**src/rtl/serial_rx_24_if.sv**
```systemverilog
// ---------------------------------------------------------------------------
// serial_rx_24_if -- bundle of the serial receiver's handshake and status lines.
//
// Signals
//   Start       frame-start strobe (producer -> receiver)
//   Bit_In      serial data bit     (producer -> receiver)
//   Bit_Valid   qualifies Bit_In    (producer -> receiver)
//   Data_Ready  consumer acceptance (consumer -> receiver)
//   Data_Out    assembled word      (receiver -> consumer)
//   Data_Valid  Data_Out holds an unconsumed word
//   Busy        frame in progress
//   Overrun     sticky: a completed word was dropped
//   Parity_Err  one-cycle pulse on a parity mismatch
//
// Modports
//   master  the environment side (bit producer and word consumer)
//   slave   the receiver itself
// ---------------------------------------------------------------------------
interface serial_rx_24_if #(
    parameter int unsigned WIDTH = 24
);
    logic             Start;
    logic             Bit_In;
    logic             Bit_Valid;
    logic             Data_Ready;
    logic [WIDTH-1:0] Data_Out;
    logic             Data_Valid;
    logic             Busy;
    logic             Overrun;
    logic             Parity_Err;

    modport master (
        output Start, Bit_In, Bit_Valid, Data_Ready,
        input  Data_Out, Data_Valid, Busy, Overrun, Parity_Err
    );

    modport slave (
        input  Start, Bit_In, Bit_Valid, Data_Ready,
        output Data_Out, Data_Valid, Busy, Overrun, Parity_Err
    );
endinterface

```
**src/rtl/serial_rx_24.sv**
```systemverilog
// ---------------------------------------------------------------------------
// serial_rx_24 -- LSB-first serial-to-parallel receiver with a one-word
// output holding register and valid/ready handoff.
//
// A Start strobe opens a frame; every Bit_Valid cycle shifts Bit_In into the
// MSB of the shift register, so after WIDTH bits the first bit sits at bit 0.
// The completed word is copied to Data_Out one edge after its last bit and is
// held until the consumer takes it (Data_Valid & Data_Ready). A word that
// completes while the previous one is still unconsumed is dropped and the
// sticky Overrun flag is set.
//
// Ports
//   Clk     system clock, rising edge
//   Reset   synchronous, active-high; priority over all other inputs
//   bus     serial_rx_24_if.slave (Start, Bit_In, Bit_Valid, Data_Ready in;
//           Data_Out, Data_Valid, Busy, Overrun, Parity_Err out)
//
// Parameters
//   WIDTH   data word width, 2..32
//
// Build option
//   RX_PARITY_EN  when defined, each frame carries one extra even-parity bit
//                 after the data bits (state PAR). A mismatch discards the word
//                 and pulses Parity_Err. Undefined: Parity_Err is tied 0.
// ---------------------------------------------------------------------------
module serial_rx_24 #(
    parameter int unsigned WIDTH = 24
) (
    input logic          Clk,
    input logic          Reset,
    serial_rx_24_if.slave bus
);

    localparam int unsigned CntW = $clog2(WIDTH + 1);

`ifdef RX_PARITY_EN
    typedef enum logic [1:0] {StIdle, StRecv, StPar} state_t;
`else
    typedef enum logic [1:0] {StIdle, StRecv} state_t;
`endif

    state_t           state;
    logic [CntW-1:0]  bit_cnt;
    logic [WIDTH-1:0] shift_reg;
    logic [WIDTH-1:0] data_out;
    logic             data_valid;
    logic             overrun;
`ifdef RX_PARITY_EN
    logic             parity_err;
`endif

    logic [WIDTH-1:0] shift_next;
    logic             last_bit;
    logic             can_load;

    // Word as it stands after consuming the current bit.
    assign shift_next = {bus.Bit_In, shift_reg[WIDTH-1:1]};
    assign last_bit   = (bit_cnt == CntW'(WIDTH - 1));
    // The holding register is free if empty or being emptied this cycle; the
    // latter covers a completion coinciding with a handshake.
    assign can_load   = !data_valid || bus.Data_Ready;

    always_ff @(posedge Clk) begin
        if (Reset) begin
            state      <= StIdle;
            bit_cnt    <= '0;
            shift_reg  <= '0;
            data_out   <= '0;
            data_valid <= 1'b0;
            overrun    <= 1'b0;
`ifdef RX_PARITY_EN
            parity_err <= 1'b0;
`endif
        end else begin
`ifdef RX_PARITY_EN
            parity_err <= 1'b0;
`endif
            // Handshake clears valid; a same-cycle load below overrides it.
            if (data_valid && bus.Data_Ready) begin
                data_valid <= 1'b0;
            end

            unique case (state)
                StIdle: begin
                    if (bus.Start) begin
                        state     <= StRecv;
                        bit_cnt   <= '0;
                        shift_reg <= '0;
                    end
                end

                StRecv: begin
                    if (bus.Start) begin
                        // Abort and restart; the bit offered with Start is ignored.
                        bit_cnt   <= '0;
                        shift_reg <= '0;
                    end else if (bus.Bit_Valid) begin
                        shift_reg <= shift_next;
                        bit_cnt   <= bit_cnt + 1'b1;
                        if (last_bit) begin
`ifdef RX_PARITY_EN
                            state <= StPar;
`else
                            state <= StIdle;
                            if (can_load) begin
                                data_out   <= shift_next;
                                data_valid <= 1'b1;
                            end else begin
                                overrun <= 1'b1;
                            end
`endif
                        end
                    end
                end

`ifdef RX_PARITY_EN
                StPar: begin
                    if (bus.Start) begin
                        state     <= StRecv;
                        bit_cnt   <= '0;
                        shift_reg <= '0;
                    end else if (bus.Bit_Valid) begin
                        state <= StIdle;
                        // Even parity: the parity bit equals the XOR of the data bits.
                        if (bus.Bit_In == ^shift_reg) begin
                            if (can_load) begin
                                data_out   <= shift_reg;
                                data_valid <= 1'b1;
                            end else begin
                                overrun <= 1'b1;
                            end
                        end else begin
                            parity_err <= 1'b1;
                        end
                    end
                end
`endif

                default: begin
                    state <= StIdle;
                end
            endcase
        end
    end

    assign bus.Data_Out   = data_out;
    assign bus.Data_Valid = data_valid;
    assign bus.Busy       = (state != StIdle);
    assign bus.Overrun    = overrun;
`ifdef RX_PARITY_EN
    assign bus.Parity_Err = parity_err;
`else
    assign bus.Parity_Err = 1'b0;
`endif

endmodule

```
**src/flat_wrapper.sv**
```systemverilog
// flat-port wrapper written by rule: the top's interface ports become plain ports
module serial_rx_24_flat 
#(
    parameter int unsigned WIDTH = 24
)
  (Clk, Reset, bus_Start, bus_Bit_In, bus_Bit_Valid, bus_Data_Ready, bus_Data_Out, bus_Data_Valid, bus_Busy, bus_Overrun, bus_Parity_Err);
  serial_rx_24_if #(.WIDTH(WIDTH)) bus_i ();
  input logic Clk;
  input logic Reset;
  input wire logic [$bits(bus_i.Start)-1:0] bus_Start;
  input wire logic [$bits(bus_i.Bit_In)-1:0] bus_Bit_In;
  input wire logic [$bits(bus_i.Bit_Valid)-1:0] bus_Bit_Valid;
  input wire logic [$bits(bus_i.Data_Ready)-1:0] bus_Data_Ready;
  output wire logic [$bits(bus_i.Data_Out)-1:0] bus_Data_Out;
  output wire logic [$bits(bus_i.Data_Valid)-1:0] bus_Data_Valid;
  output wire logic [$bits(bus_i.Busy)-1:0] bus_Busy;
  output wire logic [$bits(bus_i.Overrun)-1:0] bus_Overrun;
  output wire logic [$bits(bus_i.Parity_Err)-1:0] bus_Parity_Err;
  assign bus_i.Start = bus_Start;
  assign bus_i.Bit_In = bus_Bit_In;
  assign bus_i.Bit_Valid = bus_Bit_Valid;
  assign bus_i.Data_Ready = bus_Data_Ready;
  assign bus_Data_Out = bus_i.Data_Out;
  assign bus_Data_Valid = bus_i.Data_Valid;
  assign bus_Busy = bus_i.Busy;
  assign bus_Overrun = bus_i.Overrun;
  assign bus_Parity_Err = bus_i.Parity_Err;
  serial_rx_24 #(.WIDTH(WIDTH)) u_core (.Clk(Clk), .Reset(Reset), .bus(bus_i));
endmodule
```
**config.mk**
```make
export PLATFORM = sky130hd
export DESIGN_NAME = serial_rx_24_flat
export DESIGN_NICKNAME = d
export VERILOG_FILES = /design/src/rtl/serial_rx_24_if.sv /design/src/rtl/serial_rx_24.sv /design/src/flat_wrapper.sv
export SDC_FILE = /design/constraint.sdc
export NUM_CORES = 1
export LEC_CHECK = 0
export ABC_AREA = 1
export CELL_PAD_IN_SITES_DETAIL_PLACEMENT = 1
export CELL_PAD_IN_SITES_GLOBAL_PLACEMENT = 1
export CORE_UTILIZATION = 30
export DETAILED_ROUTE_END_ITERATION = 10
export MAX_ROUTING_LAYER = met4
export PLACE_DENSITY_LB_ADDON = 0.1
export SLEW_MARGIN = 5
export SYNTH_ARGS = -nofsm -noshare
export SYNTH_HDL_FRONTEND = slang
export SYNTH_SLANG_ARGS = --single-unit
export TNS_END_PERCENT = 5
```
**constraint.sdc**
```tcl
create_clock -name Clk -period 1.2 [get_ports Clk]
set_input_delay 0.12 -clock Clk [delete_from_list [all_inputs] [get_ports Clk]]
set_output_delay 0.12 -clock Clk [all_outputs]
set_load 0.1 [all_outputs]
```
-- After elaboration in Yosys (flattened, before gate mapping)
Cells that the tools add are included.
- bits of input ports: 6
- register bits after elaboration: 57
- mux-type cells: 19
- reduce and logical (&&, ||, !) cells: 10
- add/sub/neg operators: 1
- bitwise gates (word level): 2
- equality and inequality tests: 7
- operators with widths (kind ; number):
    two-way mux 24 bit ; 3
    case mux 24 bit (2 select lines) ; 1
    two-way mux 5 bit ; 3
    case mux 5 bit (2 select lines) ; 1
    AND reduction 5 bit ; 2
    two-way mux 2 bit ; 4
    two-way mux 1 bit ; 6
    != test 2 bit (second input constant) ; 3
    adder 5 x 1 -> 5 bit (second input constant) ; 1
    equality test 5 bit (second input constant) ; 1
    case mux 2 bit (2 select lines) ; 1
    AND reduction 4 bit ; 1
    nonzero test 2 bit ; 2
    != test 3 bit (second input constant) ; 1
    AND reduction 3 bit ; 1
    equality test 2 x 1 -> 1 bit (second input constant) ; 1
    zero test 2 bit ; 1
    != test 2 x 1 -> 1 bit (second input constant) ; 1
    NOT 1 bit ; 2
    logical AND 1 bit ; 1
    zero test 1 bit ; 1
    logical OR 1 bit ; 1

-- Logic depth before layout (Yosys ltp)
- word-level depth: 7
- gate-level depth with buffers: 7
- depth with buffers taken out: 6

-- Least setup slack after synthesis
Ideal clock, no wire load.
- path kind: flip-flop to flip-flop
- start point: register u_core.state[0]
- end point: register u_core.data_out[0], in the netlist u_core.bus.Data_Out[0]
- path slack: -0.695 ns
- cell stages (with the launch flop): 8
- data required time: 1.135 ns
- data arrival time: 1.830 ns
- setup time: 0.065 ns
- clock period less this slack: 1.895 ns
- path through: dfxtp_1 nand2_2 nor2_4 nand2_2 nor2_4 buf_6 nor2_1 nor2_1
- longest elaborated chain between the ends: 2
- ends and longest elaborated chain (element ; RTL line ; text):
    start: declaration ; serial_rx_24.sv:42 ; state_t state;
    start signal: assignment ; serial_rx_24.sv:65 ; state <= StIdle;
    start signal: assignment ; serial_rx_24.sv:86 ; state <= StRecv;
    start signal: assignment ; serial_rx_24.sv:104 ; state <= StIdle;
    equality test 2 x 1 -> 1 bit ; serial_rx_24.sv:83 ; unique case (state)
    AND reduction 5 bit (no line) ; -- ;
    end signal: assignment ; serial_rx_24.sv:106 ; data_out <= shift_next;
    end: declaration ; serial_rx_24.sv:45 ; logic [WIDTH-1:0] data_out;
Every way passes these cells.
A chain may end at the register's enable or synchronous reset.

-- Worst setup path after layout
- start point: register u_core.bit_cnt[1]
- end point: register u_core.data_out[16], in the netlist u_core.bus.Data_Out[16]
- longest elaborated chain between the ends: 2
- ends and longest elaborated chain (element ; RTL line ; text):
    start: declaration ; serial_rx_24.sv:43 ; logic [CntW-1:0] bit_cnt;
    start signal: assignment ; serial_rx_24.sv:99 ; bit_cnt <= bit_cnt + 1'b1;
    equality test 5 bit ; serial_rx_24.sv:58 ; assign last_bit = (bit_cnt == CntW'(WIDTH - 1));
    AND reduction 5 bit (no line) ; -- ;
Every way passes these cells.

==> flow_metrics.env <==
export IMPL_wirelength_mm=5.95
export IMPL_antenna_cells=0
export IMPL_routed_via_count=2099
export IMPL_dieArea_um2=7940
export IMPL_outcome="finished with violations"
export IMPL_intPower_w=0.00254
export IMPL_power_frac_clock=0.381
export IMPL_fillers=878
export IMPL_cap_violations=0
export IMPL_grt_max_degree=24
export IMPL_hold_viol_final=0
export IMPL_clk_latency_ns=0.31
export IMPL_crit_path_max_fanout=6
export IMPL_chipHeight_um=89.1
export IMPL_hold_start="bus_Bit_In"
export IMPL_violations="setup timing"
export IMPL_dp_hpwl_mm=3.64
export IMPL_htreeDepth=2
export IMPL_grt_use_total=0.156
export IMPL_criticalPathCategory="flop to flop"
export IMPL_row_count=31
export IMPL_drcViolationCount=0
export IMPL_timing_final_setup_violations=27
export IMPL_synthArstFlopShare=0
export IMPL_whs_ns=0.445
export IMPL_fin_crit_ns=1.27
export IMPL_antenna_found_initial=0
export IMPL_synth_main_ff_cell="dfxtp_1"
export IMPL_nets=370
export IMPL_syn_cell_area_um2=2280
export IMPL_pwr_share_seq=0.548
export IMPL_critPathRequiredTime_ns=1.45
export IMPL_fp_dieW_um=89.1
export IMPL_path_common_cell="nor2_1"
export IMPL_setup_ws_ns=-0.0694
export IMPL_largest_reg_flops=24
export IMPL_synthesis_nets=318
export IMPL_r2r_setup_slack_ns=-0.07
export IMPL_synthTopCellsByCount="nand2_1, dfxtp_1, nor2_1"
export IMPL_dpl_worst_slack_ns=-0.439
export IMPL_dr_pass1_iters=5
export IMPL_clkSinkCount=55
export IMPL_start_util=0.312
export IMPL_max_stage_delay_ns=0.36
export IMPL_synth_cells=311
export IMPL_endpoint_kind="flop"
export IMPL_grt_ovfl_total=0
export IMPL_p_sw_frac=0.240
export IMPL_cts_tree="done"
export IMPL_area_growth_pct=53.3
export IMPL_io_buffers=32
export IMPL_gp_congestion=0.718
export IMPL_crit_start="u_core.bit_cnt[1]"
export IMPL_ys_seq_area_frac=0.484
export IMPL_rsz0062_at_grt="true"
export IMPL_ir_drop_mv=0.564
export IMPL_final_layout_size_suffix_gt1_frac=0.277
export IMPL_power_frac_comb=0.071
export IMPL_final_cells=463
export IMPL_synth_top_area_share=0.484
export IMPL_ant_nets=0
export IMPL_slowest_stage="dfxtp_2"
export IMPL_synth_seq_cells=55
export IMPL_r2r_start="u_core.bit_cnt[1]"
export IMPL_synth_top_cell_by_area="dfxtp_1"
export IMPL_path_cells="ha_4, nand4_1, nor2_4, buf_12, clkbuf_16, nor2_1, nor2_1"
export IMPL_syn_avg_cell_area_um2=7.32
export IMPL_grt_pass1_wl_mm=9.25
export IMPL_crit_path_start_kind="flop"
export IMPL_fin_crit_sh=1.06
export IMPL_synth_edf_count=0
export IMPL_ys_warn_count=0
export IMPL_via_per_inst=4.53
export IMPL_clockRootBuffer="clkbuf_8"
export IMPL_power_switching_w=0.000801
export IMPL_p_per_area_nw_per_um2=959
export IMPL_clk_pin_slew_ns=0.10
export IMPL_fmax_ghz=0.788
export IMPL_yosysUniqueCellTypes=19
export IMPL_reg2regPathDepth=7
export IMPL_hold_buffers=0
export IMPL_worst_path_buf_inv=2
export IMPL_grt_pass1_vias=1931
export IMPL_drv_slew=0
export IMPL_power_leakage_nw=1.25
export IMPL_ios=34
export IMPL_path_delay_family="simple AND/OR/NAND/NOR gates"
export IMPL_crit_cells=7
export IMPL_wl_per_cell_um=12.8
export IMPL_core_area_um2=7290
export IMPL_skew_ns=0.00916
export IMPL_cts_inserted_buffers=5
export IMPL_clk_path_buf_depth=2
export IMPL_yosysMostFrequentCell="nand2_1"
export IMPL_drt_iter0_drc=111
export IMPL_holdPathStages=3
export IMPL_hold_class="input port to flop"
export IMPL_place_inst=445
export IMPL_ys_top_cells_by_area="dfxtp_1, nand2_1, nor2_1, a21oi_1, nand3_1"
export IMPL_crit_arrival_ns=1.52
## worst paths after layout
path,to
worst max-delay path,u_core.bus.Data_Out[16]
worst min-delay path,u_core.shift_reg[23]
worst max register to register,u_core.bus.Data_Out[16]
worst min register to register,u_core.shift_reg[1]
## layout make-up
class / instances / area, µm² / area share
clock buffer: 5 / 68.8 / 0.0197
clock inverter: 3 / 46.3 / 0.0133
inverter: 32 / 120 / 0.0344
sequential: 55 / 1110 / 0.319
multi-input combinational: 208 / 1040 / 0.297
timing repair buffer: 61 / 982 / 0.282
tap: 99 / 124 / 0.0355
## layout by cell type, fill, tap and decap left out, types with 6 or more instances in the layout
| cell | synthesis | routed |
|---|---|---|
| nor2_4 | 5 | 6 |
| inv_1 | 31 | 31 |
| buf_4 | 4 | 16 |
| nand2_1 | 81 | 78 |
| a21oi_1 | 29 | 28 |
| dfxtp_1 | 55 | 51 |
| nand3_2 | 2 | 13 |
| nor2_1 | 55 | 49 |
| nor2_2 | 0 | 6 |
| buf_12 | 0 | 35 |
| nand3_1 | 26 | 15 |
## power by group through the flow
| stage | clock network [W] | logic [W] | registers [W] |
|---|---|---|---|
| finish | 0.00127 | 0.000238 | 0.00183 |
| global placement | 0 | 0.000214 | 0.00187 |
| global route | 0.00139 | 0.000257 | 0.00183 |
| CTS | 0.00134 | 0.000235 | 0.00183 |
| detailed placement | 0 | 0.000217 | 0.00187 |
| floorplan | 0 | 0.000121 | 0.00189 |
## layer usage
layer / global-route usage / wire length [µm]
met5: - / 0
met4: 0.0346 / 46
met3: 0.0305 / 122
met2: 0.272 / 3080
met1: 0.187 / 2690
## per-stage QoR
stage          setup TNS [ns]   util  cell area [µm²]  total power (W)
2_1_floorplan           -3.33      -             2290          0.00201
3_3_place_gp           -14.90  0.424             3090          0.00209
3_5_place_dp           -16.60  0.424             3090          0.00209
4_1_cts                 -1.68  0.444             3240          0.00340
5_1_grt                 -3.69  0.478             3490          0.00348
6_report                -1.36  0.478             3490          0.00334
## worst register-to-register path: cells and delay by family (launching register included)
| kind | cells | cell delay (ns) |
|---|---|---|
| buffers and inverters | 2 | 0.28 |
| adders and majority gates | 1 | 0.16 |
| and+or+nand+nor | 4 | 0.41 |
| DFF | 1 | 0.36 |
## logic make-up after synthesis
kind of cell             synth area share
AO/OA/AOI/OAI                      0.0742
buffers and inverters               0.112
AND/OR/NAND/NOR                     0.323
adder cells (fa/ha/maj)           0.00550
flip-flops                          0.484
other                             0.00165
## repair_timing
| item | CTS | global route |
|---|---|---|
| gates resized for setup | 1 | 27 |
| endpoints found under the setup margin | 52 | 51 |
| cloned | 1 | 4 |
| pin swaps | 3 | 25 |
| setup buffers | 1 | 4 |
No activity file was read; power rests on OpenSTA's default activity.
==> patch (config.mk and constraints unchanged) <==
Add a define of `RX_PARITY_EN`.
--- a/src/rtl/serial_rx_24.sv
+++ b/src/rtl/serial_rx_24.sv
@@ -23,6 +23,8 @@
 //                 after the data bits (state PAR). A mismatch discards the word
 //                 and pulses Parity_Err. Undefined: Parity_Err is tied 0.
 // ---------------------------------------------------------------------------
+`define RX_PARITY_EN
+
 module serial_rx_24 #(
     parameter int unsigned WIDTH = 24
 ) (
Behaviour: no difference found for any inputs over 10 cycles, from zero or initial values and one cycle with Reset high; that may be too few to reach the edited logic, so the function may still have changed.
==> patch against the original RTL <==
- non-clock buffer count increased by 46
- the run still ends with setup timing left
- synthesized area is 23% higher
- synthesized cell count increased by 39%
- worst hold slack got worse by 0.29 ns
- setup slack got worse by 0.58 ns
- routed wire length grew 43%
- critical path type unchanged
- core utilization up 4.4 points
- critical endpoint is now u_core.bus.Data_Out[8]$_SDFFE_PP0P_
- sequential cell count up 3
- global-route usage rose by 2.3 points
- sequential share of layout area down 5.8 points
- final area is 33% higher
Power is not compared: it rests on default switching activity, and its combinational part moved more than twofold at a synthesized area within 25%.
==> patch: results (changes against the original RTL) <==
stage	metric	value	unit	change
placed_design	Placement Setup Slack	-0.795	ns	was -0.439 ns
logic_synthesis	Avg Cell Area, Syn	6.45	µm²	was 7.32 µm²
worst_setup_path	CP max-delay cell	dfxtp_4		was dfxtp_2
placed_design	dpl cells	625		was 445
status	failing checks	setup timing		unchanged
placed_design	hpwl dp	5550	µm	was 3640 µm
status	status	finished, violations left		unchanged
timing	clk_skew	0.00903	ns	was 0.00916 ns
global_routing	first-pass GRT wire length	13300	µm	was 9250 µm
placed_design	Placement Cell Area	3980	µm²	was 3090 µm²
logic_synthesis	post-synthesis sequential area ratio	41.6	%	was 48.4%
worst_setup_path	R2R depth	17		was 7
final_layout	Final Non-Filler Cells	649		was 463
routing	Pre-antenna DRT Iters	6		was 5
clock_tree	Post-CTS Resized	49		was 1
timing	min setup slack post-route	-0.648	ns	was -0.0694 ns
logic_synthesis	XOR/XNOR share of the synthesized area	1.25	%	was 0%
global_routing	vias in the first global route	2928		was 1931
logic_synthesis	compound-gate portion of the synthesized area	11.0	%	was 7.42%
logic_synthesis	most area-consuming cells after synthesis	dfxtp_1 42%, nand2_1 19%, inv_1 8.3%		was dfxtp_1 48%, nand2_1 13%, nor2_1 9.1%
clock_tree	clock buffer count from CTS	9		was 5
timing	TNS Setup	-16.29	ns	was -1.36 ns
final_layout	Nets	543		was 370
worst_setup_path	Reg-to-Reg End	u_core.bus.Data_Out[8]$_SDFFE_PP0P_		was u_core.bus.Data_Out[16]$_SDFFE_PP0P_
logic_synthesis	syn_nets	440		was 318
routing	initial DRC count	55		was 111
global_routing	largest net degree at the start of global routing	33		was 24
clock_tree	clk slew on worst S/H paths	0.07	ns	was 0.10 ns
timing	Hold Slack	0.160	ns	was 0.445 ns
worst_hold_path	worst hold start	bus_Bit_Valid		was bus_Bit_In
placed_design	port bufs	33		was 32
worst_setup_path	Worst Path Max Fanout	8		was 6
worst_setup_path	Buffers & Inverters on Critical Path	4		was 2
final_layout	FF+latch area	1210	µm²	was 1110 µm²
logic_synthesis	Post-Synth Adder-Cell Area	0.448	%	was 0.550%
clock_tree	Setup Fix Bufs, Post-CTS	0		was 1
routing	post-DR vias/cell	4.60		was 4.53
final_layout	layout filler cell count	1097		was 878
global_routing	total track usage	17.9	%	was 15.6%
timing	final setup fails	32		was 27
clock_tree	clk_lat worst skew	0.34	ns	was 0.31 ns
logic_synthesis	Yosys cell types	27		was 19
worst_setup_path	reg2reg start	u_core.shift_reg[19]$_SDFFE_PP0P_		was u_core.bit_cnt[1]$_SDFFE_PP0P_
final_layout	share of cells above drive strength 1	42.3	%	was 27.7%
[patch: metal layers]
metal	vias up	routed length [µm]	GRT usage, %
li1	1520	-	-
met1	1417	3850	20.7
met2	36	4340	30.5
met3	11	169	2.98
met4	0	150	8.15
met5	-	0	-
[patch: worst min-delay path by stage]
stage | to | cells past startpoint
floorplan | u_core.bus.Data_Valid$_SDFF_PP0_ | 1
global placement | u_core.bit_cnt[4]$_SDFFE_PP0P_ | 1
detailed placement | u_core.bit_cnt[4]$_SDFFE_PP0P_ | 1
CTS | u_core.bus.Parity_Err$_SDFF_PP0_ | 3
global route | u_core.bus.Parity_Err$_SDFF_PP0_ | 3
finish | u_core.bus.Parity_Err$_SDFF_PP0_ | 3
[patch: area by class of cell]
type	count	area share (%)
flip-flops and latches	58	26.1
clock buffers	11	3.27
repair buffers	107	28.3
well taps	108	2.92
inverters	65	5.41
clock inverters	5	1.14
multi-input cells	295	32.9
